--- config.mk ---
export PLATFORM = sky130hd
export DESIGN_NAME = vec_engine
export DESIGN_NICKNAME = d
export VERILOG_FILES = /design/src/rtl/vec_engine_pkg.sv /design/src/rtl/vec_lane_alu.sv /design/src/rtl/vec_engine.sv
export SDC_FILE = /design/constraint.sdc
export NUM_CORES = 2
export LEC_CHECK = 0
export CAP_MARGIN = 20
export CORE_ASPECT_RATIO = 0.75
export CORE_MARGIN = 5
export CORE_UTILIZATION = 63
export DETAILED_ROUTE_END_ITERATION = 7
export PLACE_DENSITY = 0.88
export SLEW_MARGIN = 20
export SYNTH_ARGS = -nofsm -noshare
export SYNTH_HDL_FRONTEND = slang
export SYNTH_SLANG_ARGS = --single-unit
--- constraint.sdc ---
create_clock -name clock -period 22.5 [get_ports clock]
set_clock_uncertainty 0.2 [all_clocks]
set_input_delay 2.25 -clock clock [delete_from_list [all_inputs] [get_ports clock]]
set_output_delay 2.25 -clock clock [all_outputs]
set_load 0.05 [all_outputs]
--- src/rtl/vec_engine_pkg.sv ---
// Shared types and constants for the vector engine: FSM states, lane operations
// and memory request opcodes.
package vec_engine_pkg;

    typedef enum logic [2:0] {
        StIdle,
        StReqA,
        StRdA,
        StReqB,
        StRdB,
        StReqC,
        StWrC,
        StDone
    } state_e;

    typedef enum logic [2:0] {
        OpAdd,
        OpSub,
        OpAddSat,
        OpMax,
        OpMin,
        OpAnd,
        OpOr,
        OpXor
    } op_e;

    localparam logic MemOpRead  = 1'b0;
    localparam logic MemOpWrite = 1'b1;

endpackage

--- src/rtl/vec_lane_alu.sv ---
// Combinational SIMD lane ALU: applies one unsigned operation independently to every
// LANE_BITS-wide lane, with no carry or borrow crossing lane boundaries.
module vec_lane_alu #(
    parameter int unsigned LANES     = 8,
    parameter int unsigned LANE_BITS = 8
) (
    input  logic [2:0]                 op,
    input  logic [LANES*LANE_BITS-1:0] a,
    input  logic [LANES*LANE_BITS-1:0] b,
    output logic [LANES*LANE_BITS-1:0] res
);
    import vec_engine_pkg::*;

    logic [LANE_BITS-1:0] la;
    logic [LANE_BITS-1:0] lb;
    logic [LANE_BITS-1:0] lr;
    logic [LANE_BITS:0]   sum;

    always_comb begin
        res = '0;
        la  = '0;
        lb  = '0;
        lr  = '0;
        sum = '0;
        for (int i = 0; i < LANES; i++) begin
            la  = a[i*LANE_BITS +: LANE_BITS];
            lb  = b[i*LANE_BITS +: LANE_BITS];
            sum = {1'b0, la} + {1'b0, lb};
            case (op_e'(op))
                OpAdd:    lr = sum[LANE_BITS-1:0];
                OpSub:    lr = la - lb;
                OpAddSat: lr = sum[LANE_BITS] ? '1 : sum[LANE_BITS-1:0];
                OpMax:    lr = (la > lb) ? la : lb;
                OpMin:    lr = (la < lb) ? la : lb;
                OpAnd:    lr = la & lb;
                OpOr:     lr = la | lb;
                OpXor:    lr = la ^ lb;
            endcase
            res[i*LANE_BITS +: LANE_BITS] = lr;
        end
    end

endmodule

--- src/rtl/vec_engine.sv ---
// Vector engine: streams length words from A and B, applies a lane operation, writes C,
// one single-beat request at a time, and reports the launch-to-finish cycle count.
module vec_engine #(
    parameter int unsigned MEM_LEN_BITS   = 8,
    parameter int unsigned MEM_ADDR_BITS  = 32,
    parameter int unsigned MEM_DATA_BITS  = 64,
    parameter int unsigned HOST_DATA_BITS = 32,
    parameter int unsigned LANE_BITS      = 8
) (
    input  logic                      clock,
    input  logic                      reset,
    input  logic                      launch,
    input  logic [2:0]                op,
    input  logic [HOST_DATA_BITS-1:0] length,
    input  logic [HOST_DATA_BITS-1:0] a_addr,
    input  logic [HOST_DATA_BITS-1:0] b_addr,
    input  logic [HOST_DATA_BITS-1:0] c_addr,
    output logic                      finish,
    output logic                      event_counter_valid,
    output logic [HOST_DATA_BITS-1:0] event_counter_value,
    output logic                      mem_req_valid,
    output logic                      mem_req_opcode,
    output logic [MEM_LEN_BITS-1:0]   mem_req_len,
    output logic [MEM_ADDR_BITS-1:0]  mem_req_addr,
    output logic                      mem_wr_valid,
    output logic [MEM_DATA_BITS-1:0]  mem_wr_bits,
    input  logic                      mem_rd_valid,
    input  logic [MEM_DATA_BITS-1:0]  mem_rd_bits,
    output logic                      mem_rd_ready
);
    import vec_engine_pkg::*;

    localparam int unsigned LANES = MEM_DATA_BITS / LANE_BITS;
    localparam logic [HOST_DATA_BITS-1:0] STEP = HOST_DATA_BITS'(MEM_DATA_BITS / 8);
    localparam logic [HOST_DATA_BITS-1:0] ONE  = HOST_DATA_BITS'(1);

    state_e                    state_q;
    logic [2:0]                op_q;
    logic [HOST_DATA_BITS-1:0] a_ptr_q;
    logic [HOST_DATA_BITS-1:0] b_ptr_q;
    logic [HOST_DATA_BITS-1:0] c_ptr_q;
    logic [HOST_DATA_BITS-1:0] remaining_q;
    logic [MEM_DATA_BITS-1:0]  a_q;
    logic [MEM_DATA_BITS-1:0]  b_q;
    logic [MEM_DATA_BITS-1:0]  alu_res;
    logic [HOST_DATA_BITS-1:0] cnt_inc;

    assign mem_req_len = '0;
    assign cnt_inc     = (&event_counter_value) ? event_counter_value : event_counter_value + ONE;

    vec_lane_alu #(
        .LANES    (LANES),
        .LANE_BITS(LANE_BITS)
    ) u_alu (
        .op (op_q),
        .a  (a_q),
        .b  (b_q),
        .res(alu_res)
    );

    always_ff @(posedge clock or posedge reset) begin
        if (reset) begin
            state_q             <= StIdle;
            op_q                <= '0;
            a_ptr_q             <= '0;
            b_ptr_q             <= '0;
            c_ptr_q             <= '0;
            remaining_q         <= '0;
            a_q                 <= '0;
            b_q                 <= '0;
            finish              <= 1'b0;
            event_counter_valid <= 1'b0;
            event_counter_value <= '0;
            mem_req_valid       <= 1'b0;
            mem_req_opcode      <= 1'b0;
            mem_req_addr        <= '0;
            mem_wr_valid        <= 1'b0;
            mem_wr_bits         <= '0;
            mem_rd_ready        <= 1'b0;
        end else begin
            mem_req_valid       <= 1'b0;
            mem_wr_valid        <= 1'b0;
            finish              <= 1'b0;
            event_counter_valid <= 1'b0;
            if (state_q != StIdle && state_q != StDone) begin
                event_counter_value <= cnt_inc;
            end
            case (state_q)
                StIdle: begin
                    if (launch) begin
                        op_q        <= op;
                        a_ptr_q     <= a_addr;
                        b_ptr_q     <= b_addr;
                        c_ptr_q     <= c_addr;
                        remaining_q <= length;
                        // Counter holds the number of the cycle being entered, so the value
                        // shown alongside finish already includes the DONE cycle.
                        event_counter_value <= ONE;
                        if (length == '0) begin
                            state_q             <= StDone;
                            finish              <= 1'b1;
                            event_counter_valid <= 1'b1;
                        end else begin
                            state_q        <= StReqA;
                            mem_req_valid  <= 1'b1;
                            mem_req_opcode <= MemOpRead;
                            mem_req_addr   <= MEM_ADDR_BITS'(a_addr);
                        end
                    end
                end
                StReqA: begin
                    state_q      <= StRdA;
                    mem_rd_ready <= 1'b1;
                end
                StRdA: begin
                    if (mem_rd_valid && mem_rd_ready) begin
                        a_q            <= mem_rd_bits;
                        mem_rd_ready   <= 1'b0;
                        state_q        <= StReqB;
                        mem_req_valid  <= 1'b1;
                        mem_req_opcode <= MemOpRead;
                        mem_req_addr   <= MEM_ADDR_BITS'(b_ptr_q);
                    end
                end
                StReqB: begin
                    state_q      <= StRdB;
                    mem_rd_ready <= 1'b1;
                end
                StRdB: begin
                    if (mem_rd_valid && mem_rd_ready) begin
                        b_q            <= mem_rd_bits;
                        mem_rd_ready   <= 1'b0;
                        state_q        <= StReqC;
                        mem_req_valid  <= 1'b1;
                        mem_req_opcode <= MemOpWrite;
                        mem_req_addr   <= MEM_ADDR_BITS'(c_ptr_q);
                    end
                end
                StReqC: begin
                    state_q      <= StWrC;
                    mem_wr_valid <= 1'b1;
                    mem_wr_bits  <= alu_res;
                end
                StWrC: begin
                    a_ptr_q     <= a_ptr_q + STEP;
                    b_ptr_q     <= b_ptr_q + STEP;
                    c_ptr_q     <= c_ptr_q + STEP;
                    remaining_q <= remaining_q - ONE;
                    if (remaining_q == ONE) begin
                        state_q             <= StDone;
                        finish              <= 1'b1;
                        event_counter_valid <= 1'b1;
                    end else begin
                        state_q        <= StReqA;
                        mem_req_valid  <= 1'b1;
                        mem_req_opcode <= MemOpRead;
                        mem_req_addr   <= MEM_ADDR_BITS'(a_ptr_q + STEP);
                    end
                end
                StDone: state_q <= StIdle;
                default: state_q <= StIdle;
            endcase
        end
    end

endmodule

==> flow_summary.ini <==
[outcome]
status = finished clean

[clock_network]
numClockSinks = 395
cts.repair.resized = 0
clkLatencyLatePin_ns = 0.61
clk_path_buf_depth = 3
post_cts_buffers = 0
ctsRootBufferMaster = clkbuf_16
cts_buffers = 43
htreeDepth = 2
hold_buffers = 0
cts_tree = done
clk_pin_slew_worst_paths_ns = 0.06

[sta]
worst_slack_ns = 17.19
min_period_over_period_pct = 23.6
slew_viol_final = 0
fmax_ghz = 0.188
rsz0062_at_grt = false
worst_slew_pin_slew_ns = 1.15
hold_viol_final = 0
fin_tns_setup_ns = 0
min_period_ns = 5.31
max_slew_margin_pct = 22.5
setup_viol = 0

[floorplanning]
ioPinCount = 341
dieHeight_um = 199
die_w_um = 262
std_cell_rows = 69
die_area_um2 = 52000
start_util_pct = 63.5
core_um2 = 47100

[placement]
pre_cts_slack_ns = 15.99
io_buffers = 332
hpwlAfterDp_um = 65600
placed_cell_area_um2 = 33600
globalplace.congestion = 0.968

[logic_synthesis]
synthMuxAreaShare_pct = 8.68
synth_compound_area_share_pct = 23.4
synth_ff_type = dfrtp_1
synth_top_family_by_area = compound AO/OA/AOI/OAI gates
seq_area_frac_synth_pct = 33.0
synth_warnings = 0
async_flop_share_pct = 100
yosys.area_share.simple_pct = 16.2
ys_seq_elements = 395
syn_area_per_cell_um2 = 8.29
syn_inst = 3611
synth_edf_count = 0
synth-adder-area-share_pct = 9.52
syn-cell-area_um2 = 29900
synth_cell_types = 78
synthXorXnorAreaFrac_pct = 3.51

[layout]
fin_area_um2 = 35100
fin_util_pct = 74.5
mostFrequentLayoutCell = o21ai_0
final_net_count = 4230
layout_common_cells = 418 x o21ai_0, 392 x dfrtp_1, 388 x nand2_1
final_layout_size_suffix_gt1_share_pct = 7.70
area_delta_synth_final_pct = 17.4

[worst_setup_path]
ff2ff_path_depth = 13
worstPathArrival_ns = 5.69
cp-end-kind = asynchronous set/reset pin
crit_type = input port to asynchronous set/reset pin
path_cells = clkdlybuf4s50_1 -> inv_8 -> buf_4 -> buf_4 -> buf_6
cp.depth = 5
cpMostUsedCell = buf_4
slowest_delay_ns = 0.81
critPathTopFamily = buffers and inverters
worstPathMaxFanout = 119
worst_ep_required_time_ns = 22.88
crit_path_start_kind = input port
worst-path-buf-inv = 5
cpMaxStageDelayCell = buf_4

[routing]
drtIter0Drc = 3849
wire_per_inst_um = 22.1
finalWirelength_um = 99300
vias = 29500
vias_per_cell = 6.57
ant_nets = 0
drc = 0
first_pass_iters = 7

[power_and_ir_drop]
leakagePower_nw = 14.8
vdd_drop_max_mv = 0.102
p_per_area_nw_per_um2 = 176
finalPower_mw = 6.19

[hold_path]
whs_path_depth = 2
min_path_type = flop to flop

[global_route]
grt_max_degree = 120
grt_pass1_wl_um = 155000
antenna_found_initial = 8
grt-ovfl-total = 0
grt_pass1_vias = 28500
track_usage_pct = 36.9

[run]
maxCapViolations = 0
==> layer usage <==
| layer | up-vias | share of wire (%) | routed length, µm | GRT usage [%] |
|---|---|---|---|---|
| met5 | - | 0 | 0 | 0 |
| met4 | 0 | 5.2 | 5180 | 18.7 |
| met3 | 348 | 12 | 11700 | 7.58 |
| met2 | 1936 | 44 | 43500 | 55.7 |
| met1 | 13900 | 39 | 38900 | 50.9 |
| li1 | 13300 | - | - | - |
==> metrics by stage <==
step                hold WS [ns]  cells
finish                     0.282   4492
global route               0.304   4491
CTS                        0.285   4484
detailed placement         0.270   4407
global placement           0.261   4406
floorplan                  0.239   3618
==> cell families (layout without fill, tap and decap cells) <==
kind of cell | count (synthesis) | in the layout
adders and majority gates | 218 | 218
xor gates and xnor gates | 120 | 120
AOI/OAI and AO/OA | 1141 | 1141
and+or+nand+nor | 1054 | 1054
buffers and inverters | 438 | 665
muxes | 244 | 244
DFF | 395 | 395
other | 1 | 16
==> cells in the mapped netlist (39+ instances only) <==
cell type,instances,share of area (%)
a211oi_1,57,1.4
a21oi_1,254,4.2
a221oi_1,54,1.6
clkbuf_1,189,2.4
dfrtp_1,395,33
ha_1,202,8.4
inv_1,208,2.6
mux2_2,123,4.6
mux2i_1,121,4.0
nand2_1,391,4.9
nand2b_1,39,0.82
nand3_1,90,1.5
nor2_1,271,3.4
nor3_1,78,1.3
o21ai_0,418,7.0
o22ai_1,77,1.6
xnor2_1,71,2.1
xor2_1,49,1.4
==> cell type report <==
| class | count | area [µm²] |
|---|---|---|
| well taps | 639 | 800 |
| flip-flops and latches | 395 | 9890 |
| inverters | 209 | 792 |
| clock buffers | 56 | 1210 |
| fillers | 3464 | 12000 |
| diodes | 8 | 20.0 |
| clock inverters | 21 | 282 |
| repair buffers | 379 | 3690 |
| multi-input cells | 2785 | 18400 |
==> path summary, 6_finish.rpt <==
| kind | slack [ns] | end | start |
|---|---|---|---|
| hold / removal | 0.28 | mem_req_addr[19] | mem_req_addr[19] |
| hold reg to reg | 0.28 | mem_req_addr[19] | mem_req_addr[19] |
| setup / recovery | 17.19 | op_q[1] | reset |
| setup reg to reg | 17.81 | mem_wr_bits[27] | state_q[2] |
| min in group asynchronous | 2.05 | event_counter_value[26] | reset |
| max in group clock | 17.77 | mem_req_addr[9] | length[16] |
==> sequential cells by signal (all words and copies together) (netlist names) <==
register,count
a_q,64
b_q,64
mem_wr_bits,64
a_ptr_q,32
b_ptr_q,32
c_ptr_q,32
event_counter_value,32
mem_req_addr,32
remaining_q,32
op_q,3
state_q,3
event_counter_valid,1
mem_rd_ready,1
mem_req_opcode,1
mem_req_valid,1
mem_wr_valid,1
==> tightest hold or removal path, cell delays in order (launching register included) <==
cell and delay, ns:
dfrtp_1 0.34, nand2_1 0.05, o21ai_0 0.06
==> report_power, final <==
part           total (mW)  internal (mW)  switching [mW]
Combinational        4.00           1.52            2.48
Clock               0.766          0.441           0.325
Sequential           1.43           1.04           0.394
Total                6.19           3.00            3.20
Note: power is estimated with default switching activity, not from simulation.
